<file path="config.mk">
export PLATFORM = sky130hd
export DESIGN_NAME = zip_alu_ex
export DESIGN_NICKNAME = d
export VERILOG_FILES = /design/src/rtl/zip_alu_pkg.sv /design/src/rtl/zip_alu_mpy.sv /design/src/rtl/zip_alu_ex.sv
export SDC_FILE = /design/constraint.sdc
export NUM_CORES = 2
export LEC_CHECK = 0
export CAP_MARGIN = 20
export CORE_MARGIN = 4
export CORE_UTILIZATION = 24
export CTS_CLUSTER_DIAMETER = 30
export CTS_CLUSTER_SIZE = 14
export DETAILED_ROUTE_END_ITERATION = 8
export PLACE_DENSITY_LB_ADDON = 0.3
export RECOVER_POWER = 50
export SKIP_LAST_GASP = 1
export SLEW_MARGIN = 5
export SYNTH_ARGS = -nofsm -noshare
export SYNTH_HDL_FRONTEND = slang
export SYNTH_HIERARCHICAL = 1
export SYNTH_SLANG_ARGS = --single-unit
</file>
<file path="constraint.sdc">
create_clock -name i_clk -period 3 [get_ports i_clk]
set_input_delay 0.75 -clock i_clk [delete_from_list [all_inputs] [get_ports i_clk]]
set_output_delay 0.75 -clock i_clk [all_outputs]
set_load 0.005 [all_outputs]
</file>
<file path="src/rtl/zip_alu_pkg.sv">
// Shared opcode map, flag bit positions and FSM state type for the Zip execute ALU.
package zip_alu_pkg;

    localparam logic [3:0] OP_SUB    = 4'h0;
    localparam logic [3:0] OP_AND    = 4'h1;
    localparam logic [3:0] OP_ADD    = 4'h2;
    localparam logic [3:0] OP_OR     = 4'h3;
    localparam logic [3:0] OP_XOR    = 4'h4;
    localparam logic [3:0] OP_LSR    = 4'h5;
    localparam logic [3:0] OP_LSL    = 4'h6;
    localparam logic [3:0] OP_ASR    = 4'h7;
    localparam logic [3:0] OP_MPY    = 4'h8;
    localparam logic [3:0] OP_LODILO = 4'h9;
    localparam logic [3:0] OP_MPYHU  = 4'hA;
    localparam logic [3:0] OP_MPYHS  = 4'hB;
    localparam logic [3:0] OP_BREV   = 4'hC;
    localparam logic [3:0] OP_POPC   = 4'hD;
    localparam logic [3:0] OP_ROL    = 4'hE;
    localparam logic [3:0] OP_MOV    = 4'hF;

    localparam int F_Z = 0;
    localparam int F_C = 1;
    localparam int F_N = 2;
    localparam int F_V = 3;

    typedef enum logic {IDLE = 1'b0, MPY = 1'b1} state_t;

endpackage

</file>
<file path="src/rtl/zip_alu_mpy.sv">
// DWxDW -> 2DW multiplier registered over MPY_STAGES stages, with a flushable valid pipe.
module zip_alu_mpy #(
    parameter int DW         = 32,
    parameter int MPY_STAGES = 2
) (
    input  logic            i_clk,
    input  logic            i_rst_n,
    input  logic            i_start,
    input  logic            i_clear,
    input  logic            i_signed,
    input  logic [DW-1:0]   i_a,
    input  logic [DW-1:0]   i_b,
    output logic [2*DW-1:0] o_prod,
    output logic            o_valid
);

    logic signed [2*DW-1:0] w_a_ext;
    logic signed [2*DW-1:0] w_b_ext;
    logic signed [2*DW-1:0] r_prod_p [MPY_STAGES];
    logic [MPY_STAGES-1:0]  r_vld_p;

    // Extending to 2DW first makes the truncated product exact for both signednesses
    assign w_a_ext = {{DW{i_signed & i_a[DW-1]}}, i_a};
    assign w_b_ext = {{DW{i_signed & i_b[DW-1]}}, i_b};

    // Stage p0 captures the product on the accepting edge; later stages just delay it
    always_ff @(posedge i_clk) begin
        if (i_start)
            r_prod_p[0] <= w_a_ext * w_b_ext;
        for (int k = 1; k < MPY_STAGES; k++)
            r_prod_p[k] <= r_prod_p[k-1];
    end

    always_ff @(posedge i_clk or negedge i_rst_n) begin
        if (!i_rst_n) begin
            r_vld_p <= '0;
        end else if (i_clear) begin
            r_vld_p <= '0;
        end else begin
            r_vld_p[0] <= i_start;
            for (int k = 1; k < MPY_STAGES; k++)
                r_vld_p[k] <= r_vld_p[k-1];
        end
    end

    assign o_prod  = r_prod_p[MPY_STAGES-1];
    assign o_valid = r_vld_p[MPY_STAGES-1];

endmodule

</file>
<file path="src/rtl/zip_alu_ex.sv">
// Zip CPU execute-stage ALU with pipelined multiplier and flush.
// Define ZIP_ALU_LODI_EN to turn op 8 into single-cycle LODIHI instead of MPY.
module zip_alu_ex
    import zip_alu_pkg::*;
#(
    parameter int DW         = 32,
    parameter int MPY_STAGES = 2
) (
    input  logic          i_clk,
    input  logic          i_rst_n,
    input  logic          i_ce,
    input  logic          i_valid,
    input  logic          i_clear,
    input  logic [3:0]    i_op,
    input  logic [DW-1:0] i_a,
    input  logic [DW-1:0] i_b,
    output logic [DW-1:0] o_c,
    output logic [3:0]    o_f,
    output logic          o_valid,
    output logic          o_busy,
    output logic          o_illegal
);

    localparam int            CW      = $clog2(DW) + 2;
    localparam int            RW      = $clog2(DW);
    localparam logic [DW-1:0] DW_L    = DW'(DW);
    localparam bit            HAS_MPY = (MPY_STAGES > 0);

    state_t            r_state, w_next;
    logic [2:0]        r_cnt;
    logic              r_mpy_hi;
    logic              w_accept, w_start_mpy, w_done, w_busy;
    logic              w_mpy_op, w_ill, w_c, w_v;
    logic [DW-1:0]     w_res, w_mpy_res;
    logic [3:0]        w_f, w_mf;
    logic [CW-1:0]     w_cnt;
    logic [2*DW-1:0]   w_prod;
    logic              w_mpy_vld;

    // Counts beyond DW behave identically, so clamp to DW+1 to keep shifters narrow
    function automatic logic [CW-1:0] f_sat_cnt(input logic [DW-1:0] b);
        if (b > DW_L)
            return CW'(DW + 1);
        return b[CW-1:0];
    endfunction

    function automatic logic [DW:0] f_lsr(input logic [DW-1:0] a, input logic [CW-1:0] n);
        logic [DW:0] t;
        t = {a, 1'b0} >> n;
        return {t[0], t[DW:1]};
    endfunction

    function automatic logic [DW:0] f_lsl(input logic [DW-1:0] a, input logic [CW-1:0] n);
        logic [DW:0] t;
        t = {1'b0, a} << n;
        return t;
    endfunction

    function automatic logic [DW:0] f_asr(input logic [DW-1:0] a, input logic [CW-1:0] n);
        logic signed [DW:0] t;
        t = $signed({a, 1'b0}) >>> n;
        return {t[0], t[DW:1]};
    endfunction

    function automatic logic [DW-1:0] f_rol(input logic [DW-1:0] a, input logic [RW-1:0] s);
        logic [2*DW-1:0] t;
        t = {a, a} << s;
        return t[2*DW-1:DW];
    endfunction

    function automatic logic [DW-1:0] f_brev(input logic [DW-1:0] b);
        logic [DW-1:0] r;
        for (int k = 0; k < DW; k++)
            r[k] = b[DW-1-k];
        return r;
    endfunction

    function automatic logic [DW-1:0] f_popc(input logic [DW-1:0] b);
        logic [DW-1:0] n;
        n = '0;
        for (int k = 0; k < DW; k++)
            n = n + DW'(b[k]);
        return n;
    endfunction

    assign w_cnt       = f_sat_cnt(i_b);
    assign w_accept    = i_ce && i_valid && !w_busy && !i_clear;
    assign w_start_mpy = w_accept && w_mpy_op && HAS_MPY;

    always_comb begin
        w_res    = '0;
        w_c      = 1'b0;
        w_v      = 1'b0;
        w_mpy_op = 1'b0;
        w_ill    = 1'b0;
        case (i_op)
            OP_SUB: begin
                {w_c, w_res} = {1'b0, i_a} - {1'b0, i_b};
                w_v = (i_a[DW-1] != i_b[DW-1]) && (w_res[DW-1] != i_a[DW-1]);
            end
            OP_AND: w_res = i_a & i_b;
            OP_ADD: begin
                {w_c, w_res} = {1'b0, i_a} + {1'b0, i_b};
                w_v = (i_a[DW-1] == i_b[DW-1]) && (w_res[DW-1] != i_a[DW-1]);
            end
            OP_OR:  w_res = i_a | i_b;
            OP_XOR: w_res = i_a ^ i_b;
            OP_LSR: begin
                {w_c, w_res} = f_lsr(i_a, w_cnt);
                w_v = (w_res[DW-1] != i_a[DW-1]);
            end
            OP_LSL: begin
                {w_c, w_res} = f_lsl(i_a, w_cnt);
                w_v = (w_res[DW-1] != i_a[DW-1]);
            end
            OP_ASR: {w_c, w_res} = f_asr(i_a, w_cnt);
            OP_MPY: begin
`ifdef ZIP_ALU_LODI_EN
                w_res = {i_b[DW/2-1:0], i_a[DW/2-1:0]};
`else
                w_mpy_op = 1'b1;
`endif
            end
            OP_LODILO: w_res = {i_a[DW-1:DW/2], i_b[DW/2-1:0]};
            OP_MPYHU,
            OP_MPYHS:  w_mpy_op = 1'b1;
            OP_BREV:   w_res = f_brev(i_b);
            OP_POPC:   w_res = f_popc(i_b);
            OP_ROL:    w_res = f_rol(i_a, i_b[RW-1:0]);
            default:   w_res = i_b;
        endcase
        if (w_mpy_op && !HAS_MPY)
            w_ill = 1'b1;
        w_f = '0;
        if (!w_ill) begin
            w_f[F_Z] = (w_res == '0);
            w_f[F_N] = w_res[DW-1];
            w_f[F_C] = w_c;
            w_f[F_V] = w_v;
        end
    end

    generate
        if (MPY_STAGES > 0) begin : g_mpy
            zip_alu_mpy #(
                .DW         (DW),
                .MPY_STAGES (MPY_STAGES)
            ) u_mpy (
                .i_clk    (i_clk),
                .i_rst_n  (i_rst_n),
                .i_start  (w_start_mpy),
                .i_clear  (i_clear),
                .i_signed (i_op == OP_MPYHS),
                .i_a      (i_a),
                .i_b      (i_b),
                .o_prod   (w_prod),
                .o_valid  (w_mpy_vld)
            );
        end else begin : g_no_mpy
            assign w_prod    = '0;
            assign w_mpy_vld = 1'b0;
        end
    endgenerate

    always_ff @(posedge i_clk) begin
        if (w_start_mpy)
            r_mpy_hi <= (i_op != OP_MPY);
    end

    assign w_mpy_res = r_mpy_hi ? w_prod[2*DW-1:DW] : w_prod[DW-1:0];

    always_comb begin
        w_mf      = '0;
        w_mf[F_Z] = (w_mpy_res == '0);
        w_mf[F_N] = w_mpy_res[DW-1];
    end

    always_ff @(posedge i_clk or negedge i_rst_n) begin
        if (!i_rst_n) begin
            r_state <= IDLE;
            r_cnt   <= '0;
        end else begin
            r_state <= w_next;
            if (w_start_mpy)
                r_cnt <= 3'(MPY_STAGES);
            else if (r_state == MPY)
                r_cnt <= r_cnt - 3'd1;
        end
    end

    always_comb begin
        w_next = r_state;
        case (r_state)
            IDLE:    if (w_start_mpy) w_next = MPY;
            MPY:     if (i_clear || r_cnt == 3'd1) w_next = IDLE;
            default: w_next = IDLE;
        endcase
    end

    always_comb begin
        w_busy = (r_state == MPY);
        w_done = w_busy && (r_cnt == 3'd1) && w_mpy_vld && !i_clear;
    end

    assign o_busy = w_busy;

    // Result register: either a finishing multiply or a freshly accepted single-cycle op
    always_ff @(posedge i_clk or negedge i_rst_n) begin
        if (!i_rst_n) begin
            o_c       <= '0;
            o_f       <= '0;
            o_valid   <= 1'b0;
            o_illegal <= 1'b0;
        end else begin
            o_valid   <= 1'b0;
            o_illegal <= 1'b0;
            if (w_done) begin
                o_c     <= w_mpy_res;
                o_f     <= w_mf;
                o_valid <= 1'b1;
            end else if (w_accept && !w_start_mpy) begin
                o_c       <= w_res;
                o_f       <= w_f;
                o_valid   <= 1'b1;
                o_illegal <= w_ill;
            end
        end
    end

endmodule

</file>
Word level (Yosys, flattened, before mapping). Memory sizes are Yosys's and may differ from the RTL's. Cells that the tools add are included.

Flip-flop bits (word level): 44. Bits in latches: 0. Bits in writable memories: 128. Memory bits (read-only): 0. Output and inout port bits: 39. Logic and storage cells: 117. Memories kept: 1.

$add $sub $neg: 34. Multipliers: 1. Divide/modulo/power cells: 0. $lt $le $gt $ge: 1. Equal/unequal tests: 22. Shifts and indexed selects: 4. Mux-type cells: 21. Bitwise logic cells: 6. Reductions and logical operators: 20.

Memory list: g_mpy.u_mpy.r_prod_p (words 2, bits a word 64, rd ports 2, clocked after Yosys merged registers in 0, write ports 2, RTL line zip_alu_mpy.sv:19) `logic signed [2*DW-1:0] r_prod_p [MPY_STAGES];`.

Operator list (number): case mux 32 bit (13 select lines) (1); two-way mux 32 bit (3); zero test 32 bit (2); multiplier 33 x 33 -> 64 bit (1); left shift 64 x 5 -> 64 bit (1); adder 32 x 32 -> 33 bit (1); left shift 32 x 7 -> 33 bit (1); right shift 33 x 7 -> 33 bit (1); >>> shifter 33 x 7 -> 33 bit (1); subtractor 32 x 32 -> 33 bit (1); adder 31 x 1 -> 32 bit (1); AND 32 bit (1); > comparator 32 x 6 -> 1 bit, second input constant (1); OR 32 bit (1); bitwise XOR 32 bit (1); adder 30 x 1 -> 31 bit (1); adder 29 x 1 -> 30 bit (1); adder 28 x 1 -> 29 bit (1); adder 27 x 1 -> 28 bit (1); == test 4 bit, second input constant (7); adder 26 x 1 -> 27 bit (1); adder 25 x 1 -> 26 bit (1); adder 24 x 1 -> 25 bit (1); adder 23 x 1 -> 24 bit (1); other kinds (46) (76).

Logic depth before layout (Yosys ltp).
Depth in word-level cells: 35. Depth in mapped cells: 34. Mapped depth without buffers: 30.

Modules after synthesis. The synthesis kept the hierarchy.

Modules (own cells, without submodules): zip_alu_mpy (instances 1, cells an instance 4364, area each 41780.1 um2, sequential area each 3253.1 um2); zip_alu_ex (instances 1, cells an instance 2459, area each 17127.7 um2, sequential area each 1031.0 um2).

Least setup slack after synthesis. OpenSTA, ideal clock, no wires.

Path type: in2reg. Start point: input i_op[3]. End point: memory g_mpy.u_mpy/r_prod_p[0][63] in the netlist's numbering, data pin. Setup time: 266 ps. Arrival: 8971 ps. Data required time: 2734 ps. Slack: -6237 ps. Cell stages on the path: 31. Cells stage by stage: clkbuf_1 -> clkbuf_1 -> buf_1 -> nand2b_1 -> nor2_1 -> clkbuf_1 -> clkbuf_1 -> and3_1 -> fa_1 -> fa_1 -> fa_1 -> inv_1 -> fa_1 -> inv_1 -> fa_1 -> fa_1 -> inv_1 -> fa_1 -> fa_1 -> inv_1 -> ha_1 -> a21o_1 -> a21o_1 -> a21o_1 -> a21oi_1 -> o21bai_1 -> a21o_1 -> a21oi_1 -> nand2_1 -> mux2i_1 -> nand4_1.

RTL lines: start: declaration (RTL line zip_alu_ex.sv:14) `input logic [3:0] i_op,`; end: declaration (RTL line zip_alu_mpy.sv:19).

==> impl_metrics.ini <==
[status]
outcome = complete, but fails checks
violated_checks = capacitance limit, slew limit, setup timing

[worst_hold_path]
hold_start = g_mpy.u_mpy/r_prod_p[0][25]$_DFFE_PP_
hold-path-endpoint = g_mpy.u_mpy/r_prod_p[0][89]$_DFF_P_
timing.hold.worst.class = reg -> reg
worstHoldPathCells = 0

[worst_setup_path]
worst_r2r_path_depth = 10
critPathArrivalTime_ns = 7.93
worstPathMaxFanout = 6
critical-path-slowest-cell = fa_2
required_ns = 3.22
cpPeakStageDelay_ns = 0.61
regToRegSetupSlack_ns = 0.47
critical_path.startpoint_type = primary input
setup.worst_path.class = in -> reg
regToRegEndpoint = o_f[0]$_DFFE_PN0P_
r2r-start = o_busy$_DFF_PN0_
cp-end-kind = register
timing.critical_path.mode_cell = fa_1

[detailed_routing]
routed_wirelength_mm = 322.7
number_of_nets_with_antenna_violations_after_routing = 0
vias = 58060
drt_first_iter_violations = 5432
routedWlPerCell_um = 28.10
drt_first_pass_iters = 6
viasPerCell = 5.057
post-route-drc-count = 0

[die]
floorplan.die.height_um = 503.4
fp.coreArea_um2 = 243700
dieWidth_um = 503.4
fp.dieArea_um2 = 253400
rows = 181
initial_core_util = 0.2417
floorplan.io_pins = 112

[sta]
layout_min_cycle_time_ns = 7.711
fmax_ghz = 0.1297
fin_hold_ws_ns = 0.3186
setup_slack_ns = -4.711
rsz0062_at_grt = yes
timing.clock.skew_ns = 0.03996
setup_viol = 95
worst_max_slew_margin_expressed_relative_to_the_limit = -0.4788
tightest_slew_ns = 2.218
final_worst_path_cycle_share = 2.570
fin_hold_viols = 0
slew_viol_final = 43

[global_route]
grt_first_pass_wirelength_mm = 457.5
globalRoute.busiestLayer = met2
met2_usage_grt = 0.4007
antenna_found_initial = 21
grt_use_met1 = 0.3268
grt_overflow = 0
first_global_vias = 61060
globalRouteMet3Util = 0.04602
grt.total_usage = 0.2510
grt_start_max_net_pins = 100

[yosys]
avgSynthCellArea_um2 = 8.634
synth_seq_cells = 171
async_s_r_ff_share_synth = 0.2456
synth.net_count = 8365
synth_enable_flop_cells = 65
post_synth_num_cell_types = 113
synthesis.instances = 6823
yosys.area_share.xor_xnor = 0.01353
synth_top_family_by_area = adder cells
yosys.area_share.adder = 0.4587
yosysTopAreaCell = fa_1
synthSimpleGateAreaFrac = 0.1671
complex_gate_fraction_of_the_synthesized_area = 0.1344
ys.warnings.count = 6
post_synth_instance_area_um2 = 58910
synth_area_leaders = fa_1, inv_1, ha_1
yosysSeqAreaShare = 0.07273
synth_largest_type_area_fraction = 0.3912
synth-main-ff-cell = edfxtp_1
yosys-mux-area-fraction = 0.03560

[cts]
clock_path_buffers = 2
clock_sinks = 171
insertion_delay_ns = 0.50
clock-root-buffer = clkbuf_16
tritoncts_clock_tree = done
cts_made_buffers = 17
htree_levels = 4
clock_pin_slew_of_the_registers_on_the_worst_case_setup_and_hold_paths_ns = 0.12

[layout]
nNetsFinal = 9799
area_delta_synth_final_pct = 39.77
layout.cells.most_common_list = buf_4, inv_1, fa_1, nand2_1, and2_1
num-fill-cells = 25320
mostFrequentLayoutCell = buf_4
register_area_um2 = 4284
multi_input_combinational_cell_area_um2 = 51490
final_layout_size_suffix_gt1_frac = 0.3258

[place]
gpl.final_weighted_congestion = 1.067
port-buffer-count = 110
detail_placement_hpwl_mm = 268.0

[run]
maxCapViolations = 1
kinds of logic (layout without fill, tap and decap cells):
| family | Yosys count | count (layout) |
|---|---|---|
| and+or+nand+nor | 2048 | 2048 |
| buffers and inverters | 1754 | 3201 |
| adders and majority gates | 1469 | 1469 |
| AOI/OAI and AO/OA | 1122 | 1122 |
| DFF | 171 | 171 |
| muxes | 167 | 167 |
| xor gates and xnor gates | 91 | 91 |
| other | 1 | 12 |
Yosys cell counts, types with 46 or more instances:
| library cell | number |
|---|---|
| ha_1 | 318 |
| nor3_1 | 68 |
| fa_1 | 1151 |
| nor2_1 | 294 |
| xnor2_1 | 71 |
| o211ai_1 | 57 |
| nor4_1 | 53 |
| nand2_1 | 944 |
| and2_1 | 364 |
| nand4_1 | 61 |
| inv_1 | 1225 |
| dfxtp_1 | 64 |
| clkbuf_1 | 381 |
| buf_4 | 67 |
| o22ai_1 | 46 |
| a21oi_1 | 223 |
| edfxtp_1 | 65 |
| a21o_1 | 65 |
| mux2i_1 | 106 |
| a211oi_1 | 59 |
| nand3_1 | 62 |
| o21ai_0 | 169 |
| buf_2 | 49 |
through the flow:
stage,utilization,setup slack (ns),TNS [ns],cell area (µm²),instances
floorplan,-,-5.180,-260.33,61320,6823
global placement,0.3138,-5.813,-405.45,76480,11280
detailed placement,0.3139,-5.831,-404.10,76490,11280
CTS,0.3307,-4.782,-294.65,80590,11410
global route,0.3378,-4.986,-311.58,82310,11470
finish,0.3379,-4.711,-299.62,82340,11480
final cells by class:
cell class	count	area share
Antenna cell	11	0.0003343
Clock buffer	18	0.005212
Clock inverter	14	0.001900
Inverter	1227	0.05688
Multi-Input combinational cell	4898	0.6253
Sequential cell	171	0.05203
Tap cell	3202	0.04866
Timing Repair Buffer	1942	0.2097
metal layers:
layer | up-vias | share of wire
met2 | 2493 | 0.45
met4 | 10 | 0.061
li1 | 24790 | -
met3 | 636 | 0.073
met1 | 30140 | 0.42
met5 | - | 0.00021
timing repair:
action | 4_1_cts | 5_1_grt
pin swaps | 256 | 235
resized for setup | 601 | 295
setup buffers | 129 | 87
setup endpoints to repair | 96 | 95
endpoints found under the hold margin | 0 | 0
hold buffers | 0 | 0
cloned | 4 | 1
how the worst max path moves through the flow:
stage / slack [ns] / end / start
2_1_floorplan: -5.18 / g_mpy.u_mpy/r_prod_p[0][63]$_DFFE_PP_ / i_op[2]
3_3_place_gp: -5.81 / g_mpy.u_mpy/r_prod_p[0][59]$_DFFE_PP_ / i_op[2]
3_5_place_dp: -5.83 / g_mpy.u_mpy/r_prod_p[0][59]$_DFFE_PP_ / i_op[2]
4_1_cts: -4.78 / g_mpy.u_mpy/r_prod_p[0][63]$_DFFE_PP_ / i_op[2]
5_1_grt: -4.99 / g_mpy.u_mpy/r_prod_p[0][63]$_DFFE_PP_ / i_op[2]
6_report: -4.71 / g_mpy.u_mpy/r_prod_p[0][63]$_DFFE_PP_ / i_op[2]
worst max-delay path: cells and delay by family:
family / cells / cell delay, ns
AOI/OAI and AO/OA: 5 / 0.69
adders and majority gates: 9 / 4.40
buffers and inverters: 10 / 1.18
and+or+nand+nor: 6 / 0.73
muxes: 1 / 0.16
flip-flops by register name (all words and copies together), names as in the netlist:
signal / cells
o_f: 4
o_valid: 1
r_cnt: 3
o_busy: 1
g_mpy.u_mpy/r_prod_p: 128
r_mpy_hi: 1
o_c: 31
g_mpy.u_mpy/r_vld_p: 2
Power is left out: the tool's default activity adds up to more than one toggle a clock period on the data nets, which glitch-free logic cannot reach.
